==> src/rtl/mux_nx1_reg.sv <==
// N-channel, W-bit registered selector: fixed or round-robin choice of one valid/ready
// producer into a one-entry output register. Build macro MUX_SEL_CHECK_EN adds sticky sel_err.

// Handshake invariants of the selector output stage.
module mux_nx1_reg_chk #(
    parameter int N  = 8,
    parameter int W  = 8,
    parameter int SW = 3
) (
    input  logic            clk,
    input  logic            rst_n,
    input  logic [N-1:0]    in_ready,
    input  logic [W-1:0]    out_data,
    input  logic            out_valid,
    input  logic            out_ready,
    input  logic [SW-1:0]   out_chan
);

    // A stalled, full output register must hold its word and channel
    property p_hold;
        @(posedge clk) disable iff (!rst_n)
        (out_valid && !out_ready) |=> (out_valid && $stable(out_data) && $stable(out_chan));
    endproperty

    a_hold: assert property (p_hold);

    // At most one producer is ever offered the slot
    a_onehot: assert property (@(posedge clk) disable iff (!rst_n) $onehot0(in_ready));

endmodule

module mux_nx1_reg #(
    parameter int N  = 8,
    parameter int W  = 8,
    parameter int SW = 3
) (
    input  logic            clk,
    input  logic            rst_n,
    input  logic [N*W-1:0]  in_data,
    input  logic [N-1:0]    in_valid,
    output logic [N-1:0]    in_ready,
    input  logic            mode,
    input  logic [SW-1:0]   sel,
    output logic [W-1:0]    out_data,
    output logic            out_valid,
    input  logic            out_ready,
    output logic [SW-1:0]   out_chan
`ifdef MUX_SEL_CHECK_EN
    ,
    output logic            sel_err
`endif
);

    localparam logic          ST_EMPTY = 1'b0;
    localparam logic          ST_FULL  = 1'b1;
    localparam logic [SW:0]   N_L      = (SW+1)'(N);
    localparam logic [SW-1:0] LAST_L   = SW'(N - 1);
    localparam logic [SW-1:0] ONE_L    = {{(SW-1){1'b0}}, 1'b1};

    logic            state_r;
    logic [W-1:0]    out_data_r;
    logic [SW-1:0]   out_chan_r;
    logic [SW-1:0]   ptr_r;

    logic            load_en_s;
    logic            sel_ok_s;
    logic            rr_ok_s;
    logic [SW-1:0]   rr_idx_s;
    logic [SW:0]     scan_s;
    logic [SW:0]     wrap_s;
    logic            hit_s;
    logic            cand_ok_s;
    logic [SW-1:0]   cand_s;
    logic [N-1:0]    in_ready_s;
    logic            load_s;
    logic [W-1:0]    cand_data_s;
    logic [SW-1:0]   ptr_next_s;

    assign load_en_s   = (state_r == ST_EMPTY) || out_ready;
    assign load_s      = cand_ok_s && in_valid[cand_s] && load_en_s;
    assign cand_data_s = in_data[int'(cand_s) * W +: W];
    assign ptr_next_s  = (cand_s == LAST_L) ? {SW{1'b0}} : (cand_s + ONE_L);

    assign in_ready  = in_ready_s;
    assign out_data  = out_data_r;
    assign out_valid = state_r;
    assign out_chan  = out_chan_r;

    // Fixed-mode candidate exists only when sel names a real channel
    always_comb begin
        sel_ok_s = 1'b0;
        if ({1'b0, sel} < N_L) begin
            sel_ok_s = 1'b1;
        end else begin
            sel_ok_s = 1'b0;
        end
    end

    // Round-robin scan: first valid channel at or after ptr, wrapping N-1 -> 0
    always_comb begin
        rr_ok_s  = 1'b0;
        rr_idx_s = {SW{1'b0}};
        scan_s   = {(SW+1){1'b0}};
        wrap_s   = {(SW+1){1'b0}};
        hit_s    = 1'b0;
        for (int k = 0; k < N; k++) begin
            scan_s   = {1'b0, ptr_r} + (SW+1)'(k);
            wrap_s   = (scan_s >= N_L) ? (scan_s - N_L) : scan_s;
            hit_s    = !rr_ok_s && in_valid[wrap_s[SW-1:0]];
            rr_idx_s = hit_s ? wrap_s[SW-1:0] : rr_idx_s;
            rr_ok_s  = rr_ok_s || hit_s;
        end
    end

    // Merge the two modes into one candidate and offer it the load slot
    always_comb begin
        cand_ok_s  = 1'b0;
        cand_s     = {SW{1'b0}};
        in_ready_s = {N{1'b0}};
        if (mode) begin
            cand_ok_s = rr_ok_s;
            cand_s    = rr_idx_s;
        end else begin
            cand_ok_s = sel_ok_s;
            cand_s    = sel_ok_s ? sel : {SW{1'b0}};
        end
        if (cand_ok_s) begin
            in_ready_s[cand_s] = load_en_s;
        end else begin
            in_ready_s = {N{1'b0}};
        end
    end

    // Output-stage occupancy: EMPTY/FULL is what out_valid reports
    always_ff @(posedge clk or negedge rst_n) begin
        if (!rst_n) begin
            state_r <= ST_EMPTY;
        end else begin
            case (state_r)
                ST_EMPTY: state_r <= load_s ? ST_FULL : ST_EMPTY;
                ST_FULL:  state_r <= (out_ready && !load_s) ? ST_EMPTY : ST_FULL;
                default:  state_r <= ST_EMPTY;
            endcase
        end
    end

    // Output data/channel capture; held untouched whenever no load happens
    always_ff @(posedge clk or negedge rst_n) begin
        if (!rst_n) begin
            out_data_r <= {W{1'b0}};
            out_chan_r <= {SW{1'b0}};
        end else if (load_s) begin
            out_data_r <= cand_data_s;
            out_chan_r <= cand_s;
        end else begin
            out_data_r <= out_data_r;
            out_chan_r <= out_chan_r;
        end
    end

    // Round-robin pointer advances past the winner only on an RR load
    always_ff @(posedge clk or negedge rst_n) begin
        if (!rst_n) begin
            ptr_r <= {SW{1'b0}};
        end else if (load_s && mode) begin
            ptr_r <= ptr_next_s;
        end else begin
            ptr_r <= ptr_r;
        end
    end

`ifdef MUX_SEL_CHECK_EN
    logic sel_err_r;

    assign sel_err = sel_err_r;

    // Sticky flag for any fixed-mode cycle naming a channel that does not exist
    always_ff @(posedge clk or negedge rst_n) begin
        if (!rst_n) begin
            sel_err_r <= 1'b0;
        end else if (!mode && !sel_ok_s) begin
            sel_err_r <= 1'b1;
        end else begin
            sel_err_r <= sel_err_r;
        end
    end
`endif

    mux_nx1_reg_chk #(.N(N), .W(W), .SW(SW)) u_chk (
        .clk       (clk),
        .rst_n     (rst_n),
        .in_ready  (in_ready_s),
        .out_data  (out_data_r),
        .out_valid (state_r),
        .out_ready (out_ready),
        .out_chan  (out_chan_r)
    );

endmodule

==> config.mk <==
export PLATFORM = sky130hd
export DESIGN_NAME = mux_nx1_reg
export DESIGN_NICKNAME = d
export VERILOG_FILES = /design/src/rtl/mux_nx1_reg.sv
export SDC_FILE = /design/constraint.sdc
export NUM_CORES = 1
export LEC_CHECK = 0
export ABC_AREA = 0
export CAP_MARGIN = 20
export CORE_MARGIN = 3
export CORE_UTILIZATION = 44
export DETAILED_ROUTE_END_ITERATION = 12
export GPL_ROUTABILITY_DRIVEN = 0
export GPL_TIMING_DRIVEN = 0
export HOLD_SLACK_MARGIN = 0.1
export PLACE_DENSITY_LB_ADDON = 0.08
export SLEW_MARGIN = 20
export SYNTH_ARGS = -nofsm -noshare
export SYNTH_HDL_FRONTEND = slang
export SYNTH_SLANG_ARGS = --single-unit
==> constraint.sdc <==
create_clock -name clk -period 6.3 [get_ports clk]
set_input_delay 0.63 -clock clk [delete_from_list [all_inputs] [get_ports clk]]
set_output_delay 0.63 -clock clk [all_outputs]
set_load 0.02 [all_outputs]
==> results of run 1 <==
[power by group through the flow]
| stage | Combinational, mW | Sequential, mW | Clock [mW] |
|---|---|---|---|
| after floorplan | 1.12 | 0.224 | 0 |
| after global placement | 1.56 | 0.174 | 0 |
| after detailed placement | 1.57 | 0.176 | 0 |
| after CTS | 1.58 | 0.174 | 0.0827 |
| after global routing | 1.74 | 0.179 | 0.0852 |
| final | 1.61 | 0.174 | 0.0796 |
[how the worst max path moves through the flow]
stage | slack, ns | to | cells past startpoint | start
after floorplan | 1.70 | in_ready[2] | 15 | ptr_r[1]
after global placement | 0.60 | in_ready[2] | 17 | ptr_r[1]
after detailed placement | 0.47 | in_ready[2] | 17 | ptr_r[1]
after CTS | 0.17 | in_ready[2] | 17 | ptr_r[1]
after global routing | 0.05 | in_ready[2] | 18 | ptr_r[1]
final | 0.42 | in_ready[2] | 17 | ptr_r[1]
[cell families after synthesis]
group | Yosys count | share of synthesized area [%]
mux | 86 | 46.8
simple gates | 47 | 10.8
compound gates | 46 | 14.9
buf+inv | 37 | 7.82
flops | 15 | 15.7
xor+xnor | 5 | 1.84
fa+ha+maj | 4 | 2.10
[routing by layer]
| layer | vias to the layer above | wire (um) |
|---|---|---|
| met1 | 1130 | 3190 |
| met3 | 11 | 551 |
| li1 | 1129 | - |
| met4 | 0 | 94 |
| met5 | - | 0 |
| met2 | 119 | 3760 |
[cell usage after synthesis (3+ instances only)]
cell type	n	area, sq um
mux4_2	19	428
buf_2	11	55.1
inv_1	17	63.8
nor3_1	6	30.0
nor2_1	8	30.0
a211oi_1	3	22.5
dfrtp_1	15	375
and3_1	5	31.3
buf_6	4	45.0
ha_1	4	50.1
nor2b_1	6	37.5
a21oi_1	9	45.0
nand2_1	9	33.8
mux2i_1	56	561
o21ai_0	5	25.0
a31oi_1	3	18.8
mux2_1	6	67.6
nand3_1	4	20.0
nand2b_1	4	25.0
xnor2_1	3	26.3
mux2_2	4	45.0
[worst register-to-register path: cells and delay by family (launching register included)]
family / cells / cell delay, ns
buffers and inverters: 8 / 1.62
adder cells (fa/ha/maj): 3 / 0.80
AO/OA/AOI/OAI: 5 / 1.23
multiplexers: 3 / 0.78
flip-flops: 1 / 0.36
[registers in the layout, summed over array words and instances, names as in the netlist]
| name | flops |
|---|---|
| out_chan | 3 |
| out_data | 8 |
| out_valid | 1 |
| ptr_r | 3 |
[cell type report]
type / instances / area, sq um / share of cell area (%)
buffer: 19 / 119 / 3.39
clock buffer: 4 / 45.0 / 1.29
inverter: 18 / 67.6 / 1.93
multi-input combinational: 188 / 1840 / 52.5
sequential: 15 / 375 / 10.7
tap: 70 / 87.6 / 2.50
timing repair buffer: 97 / 971 / 27.7
[layout by cell type, fill, tap and decap left out, types with 3 or more instances in the layout]
master / instances
a21oi_1: 9
and3_1: 5
mux2_2: 4
clkdlybuf4s50_1: 97
inv_1: 17
a31oi_1: 3
mux2_1: 6
ha_1: 4
mux2i_1: 56
a211oi_1: 3
buf_6: 4
xnor2_1: 3
o21ai_0: 5
buf_2: 11
clkbuf_1: 3
dfrtp_1: 15
nor3_1: 6
clkbuf_8: 3
nand2b_1: 4
nand2_1: 9
nand3_1: 4
nor2_1: 8
mux4_2: 19
nor2b_1: 6
[per-stage QoR]
stage,setup slack [ns],hold WS (ns),power (mW),cells,util [%]
floorplan,1.70,0.334,1.34,240,-
global placement,0.598,0.483,1.73,407,66.5
detailed placement,0.472,0.487,1.75,407,66.5
CTS,0.175,0.507,1.84,411,67.4
global route,0.0503,0.532,2.00,411,67.8
finish,0.423,0.495,1.86,411,67.8
[timing repair]
| action | in CTS | in global routing |
|---|---|---|
| gates resized for setup | 0 | 2 |
| endpoints found under the setup margin | 0 | 4 |
| buffers inserted | 0 | 0 |
| hold endpoints to repair | 0 | 0 |
==> run summary, run 1 <==
Largest delay share family, worst path - buffers and inverters
Final Cycle Share - 93.3%
Max Slew Vio Count - 0
Starting Density - 46.1%
routing usage on met3 - 3.72%
Worst-Skew Late Latency - 0.25 ns
syn avg cell area - 9.93 sq um
first-pass GRT wire length - 12000 um
Area growth, synth to finish - 47.0%
TritonCTS clock tree - built
outcome - finished clean
Routed Antenna Nets - 0
Min-Delay Path Class - flop to flop
Yosys Warn Count - 0
ys flop type - dfrtp_1
IO Port Bufs - 97
Clock Pin Slew Worst Setup and Hold Paths - 0.06 ns
CTS buffer count - 3
clock share of power - 4.3%
initial antenna violation count - 0
CTS hold repair buffers - 0
cell-internal power - 0.953 mW
dpl cell area - 3440 sq um
max cap viols - 0
vias in the first global route - 2328
CP Class - flop to output port
vias - 2389
crit path cell chain - buf_6, buf_6, inv_1, ha_1, buf_2, buf_2, mux4_2, mux2i_1, a2bb2oi_1, nand3b_4, a2111oi_0, nor2_1, a221oi_4, buf_2, nand2_1, nor3_1, clkdlybuf4s50_1
met2 usage - 39.5%
TritonCTS Sinks - 15
# DRC - 0
Total GRT Usage - 24.1%
HPWL Detailed - 6050 um
critical path endpoint category - output port
Net Sw Frac - 48.7%
R2R depth - 19
Root Buffer - clkbuf_8
hold depth - 1
share of post-route cells with drive strength above 1 - 15.5%
DR vias/cell - 5.81
fin crit period - 5.88 ns
DRT Wirelength - 7590 um
worst path arrival time - 5.25 ns
r2r startpoint - ptr_r[1]
Synth async-reset ratio - 100%
Post-synth EDFFs - 0
Worst path slowest cell - clkdlybuf4s50_1
Hold Path End - out_chan[2]
Worst-Margin Slew - 0.758 ns
Synth Net Count - 323
RSZ-0062 raised after global routing - false
FP Rows - 26
synthesized instance count - 240
CTS max path bufs - 2
FF-to-FF End - ptr_r[2]
M1 GR Usage - 33.7%
max incr delay on CP - 0.64 ns
Combinational Power Share - 86.3%
setup_tns - 0 ns
layout filler cell count - 406
Nets - 425
H-tree Lvls - 1
Setup Viol. Count Final - 0
switching pwr - 0.906 mW
busiest layer in global routing - met2
Worst Setup Start Kind - flop
final hold vios - 0
initial drt markers - 184
number of distinct library cells after synthesis - 49
Die Span X - 79.6 um
total gr overflow - 0
core area - 5170 sq um
Fmax - 0.170 GHz
Pleak - 1.51 nW
WL per Instance - 18.5 um
Antenna diodes - 0
post-route cell area - 3500 sq um
drt first pass iters - 5
Cell Pwr Density - 531 nW/um^2
IO Pins - 99
CP Max Fanout - 10
Worst EP required - 5.67 ns
Worst Hold Launch - out_chan[2]
FF-to-FF setup slack - 1.40 ns
post-synthesis sequential area ratio - 15.7%
CP bufs+invs - 7
die height - 79.6 um
largest net degree at the start of global routing - 16
most used cell, CP - buf_2
Seq pwr share - 9.4%
Yosys reg bits - 15
cell area after synthesis - 2380 sq um
maximum vdd ir drop - 312 uV
clk_skew - 0.00636 ns
DIE AREA - 6340 sq um
slew margin rel. - 49.3%
(Power assumes the default switching activity.)
==> run 2: changes to the inputs <==
Settings changed: CTS_CLUSTER_SIZE set to 20, SLEW_MARGIN 20 to not set.
==> results of run 2 <==
Same layout as run 1: the final DEF is identical, and so are final timing and power.
==> run 3: changes to the inputs <==
Clock period 6.3 ns to 5.8 ns, I/O delays scaled along.
==> run summary, run 3 (synthesis results as in run 1) <==
fin crit period - 5.57 ns
worst path arrival time - 4.99 ns
Combinational Power Share - 86.5%
crit path cell chain - buf_6, buf_6, inv_1, ha_1, buf_2, clkbuf_4, mux4_2, mux2i_1, a2bb2oi_1, nand3b_4, a2111oi_0, nor2_1, a221oi_4, buf_4, nand2_1, nor3_1, clkdlybuf4s50_1
slew margin rel. - 49.5%
CTS buffer count - 3
Final Cycle Share - 96.0%
r2r startpoint - ptr_r[1]
Seq pwr share - 9.3%
clock share of power - 4.2%
Pleak - 1.55 nW
IO Pins - 99
HPWL Detailed - 6050 um
DRT Wirelength - 7590 um
Min-Delay Path Class - flop to flop
FF-to-FF setup slack - 1.05 ns
H-tree Lvls - 1
layout filler cell count - 400
most frequent cells in the layout - 95 x clkdlybuf4s50_1, 54 x mux2i_1, 19 x mux4_2, 17 x inv_1, 15 x dfrtp_1
CP Class - flop to output port
CTS max path bufs - 2
CTS hold repair buffers - 0
clk_skew - 0.00933 ns
hold depth - 1
Antenna diodes - 0
initial drt markers - 210
Total GRT Usage - 24.0%
FF-to-FF End - ptr_r[2]
Worst EP required - 5.22 ns
DR vias/cell - 5.76
CP Max Fanout - 10
initial antenna violation count - 0
post-route cell area - 3540 sq um
cell-internal power - 1.05 mW
TritonCTS Sinks - 15
Die Span X - 79.6 um
Nets - 426
maximum vdd ir drop - 338 uV
Starting Density - 46.1%
TritonCTS clock tree - built
Hold Path End - out_chan[2]
# DRC - 0
Net Sw Frac - 48.4%
vias - 2374
first-pass GRT wire length - 12000 um
Fmax - 0.180 GHz
Cell Pwr Density - 578 nW/um^2
share of post-route cells with drive strength above 1 - 16.7%
max incr delay on CP - 0.65 ns
vias in the first global route - 2343
die height - 79.6 um
CP Launch Point - ptr_r[1]
IO Port Bufs - 97
setup_tns - 0 ns
core area - 5170 sq um
Routed Antenna Nets - 0
max FFs per register - 8
Worst Setup Start Kind - flop
R2R depth - 19
switching pwr - 0.991 mW
Worst path slowest cell - clkdlybuf4s50_1
most used cell, CP - buf_6
Clock Pin Slew Worst Setup and Hold Paths - 0.06 ns
Max Slew Vio Count - 0
critical path endpoint category - output port
total gr overflow - 0
Setup Viol. Count Final - 0
final hold vios - 0
drt first pass iters - 6
Root Buffer - clkbuf_8
Worst-Skew Late Latency - 0.25 ns
max cap viols - 0
commonest non-fill, non-tap cell in the layout - clkdlybuf4s50_1
dpl cell area - 3440 sq um
Worst-Margin Slew - 0.755 ns
outcome - finished clean
DIE AREA - 6340 sq um
Worst Hold Launch - out_chan[2]
largest net degree at the start of global routing - 16
Area growth, synth to finish - 48.5%
FP Rows - 26
WL per Instance - 18.4 um
## run 3: how the worst max path moves through the flow
stage / depth (start not counted) / end / slack, ns
finish: 17 / in_ready[3] / 0.23
global route: 18 / in_ready[1] / -0.005
floorplan: 15 / in_ready[2] / 1.25
CTS: 17 / in_ready[2] / 0.05
detailed placement: 17 / in_ready[2] / 0.02
global placement: 17 / in_ready[2] / 0.15
## run 3: critical path: cells and delay by family (launching register included)
family          cells  cell delay [ns]
buf+inv             7             1.80
fa+ha+maj           1             0.31
mux                 2             0.63
compound gates      3             0.94
flops               1             0.36
simple gates        4             0.69
## run 3: repair_timing
action,4_1_cts,5_1_grt
buffers inserted,0,1
setup endpoints to repair,4,8
resized for setup,3,8
pin swaps,0,1
## run 3: per-layer routing
metal	vias up	wire [um]	track usage (%)
met4	0	93	4.30
li1	1132	-	-
met5	-	0	0
met2	99	3760	39.8
met3	10	428	3.72
met1	1133	3300	33.2
## run 3: layout make-up
class	count	area (sq um)	area share [%]
timing repair buffer	98	983	27.8
clock buffer	4	45.0	1.27
tap	70	87.6	2.47
buffer	19	126	3.57
multi-input combinational	188	1850	52.4
sequential	15	375	10.6
inverter	18	67.6	1.91
## run 3: per-stage QoR
stage | setup slack, ns | util, % | hold WS (ns) | power (mW) | cells
6_report | 0.230 | 68.4 | 0.495 | 2.05 | 412
5_1_grt | -0.00507 | 68.4 | 0.532 | 2.21 | 412
3_5_place_dp | 0.0215 | 66.5 | 0.487 | 1.90 | 407
4_1_cts | 0.0543 | 67.8 | 0.507 | 2.02 | 411
3_3_place_gp | 0.148 | 66.5 | 0.483 | 1.88 | 407
2_1_floorplan | 1.25 | - | 0.284 | 1.46 | 240
## run 3: power by group through the flow
stage | registers, mW | logic [mW] | clock network [mW]
finish | 0.189 | 1.77 | 0.0865
global route | 0.194 | 1.92 | 0.0925
floorplan | 0.243 | 1.21 | 0
global placement | 0.189 | 1.69 | 0
detailed placement | 0.191 | 1.71 | 0
CTS | 0.189 | 1.74 | 0.0898
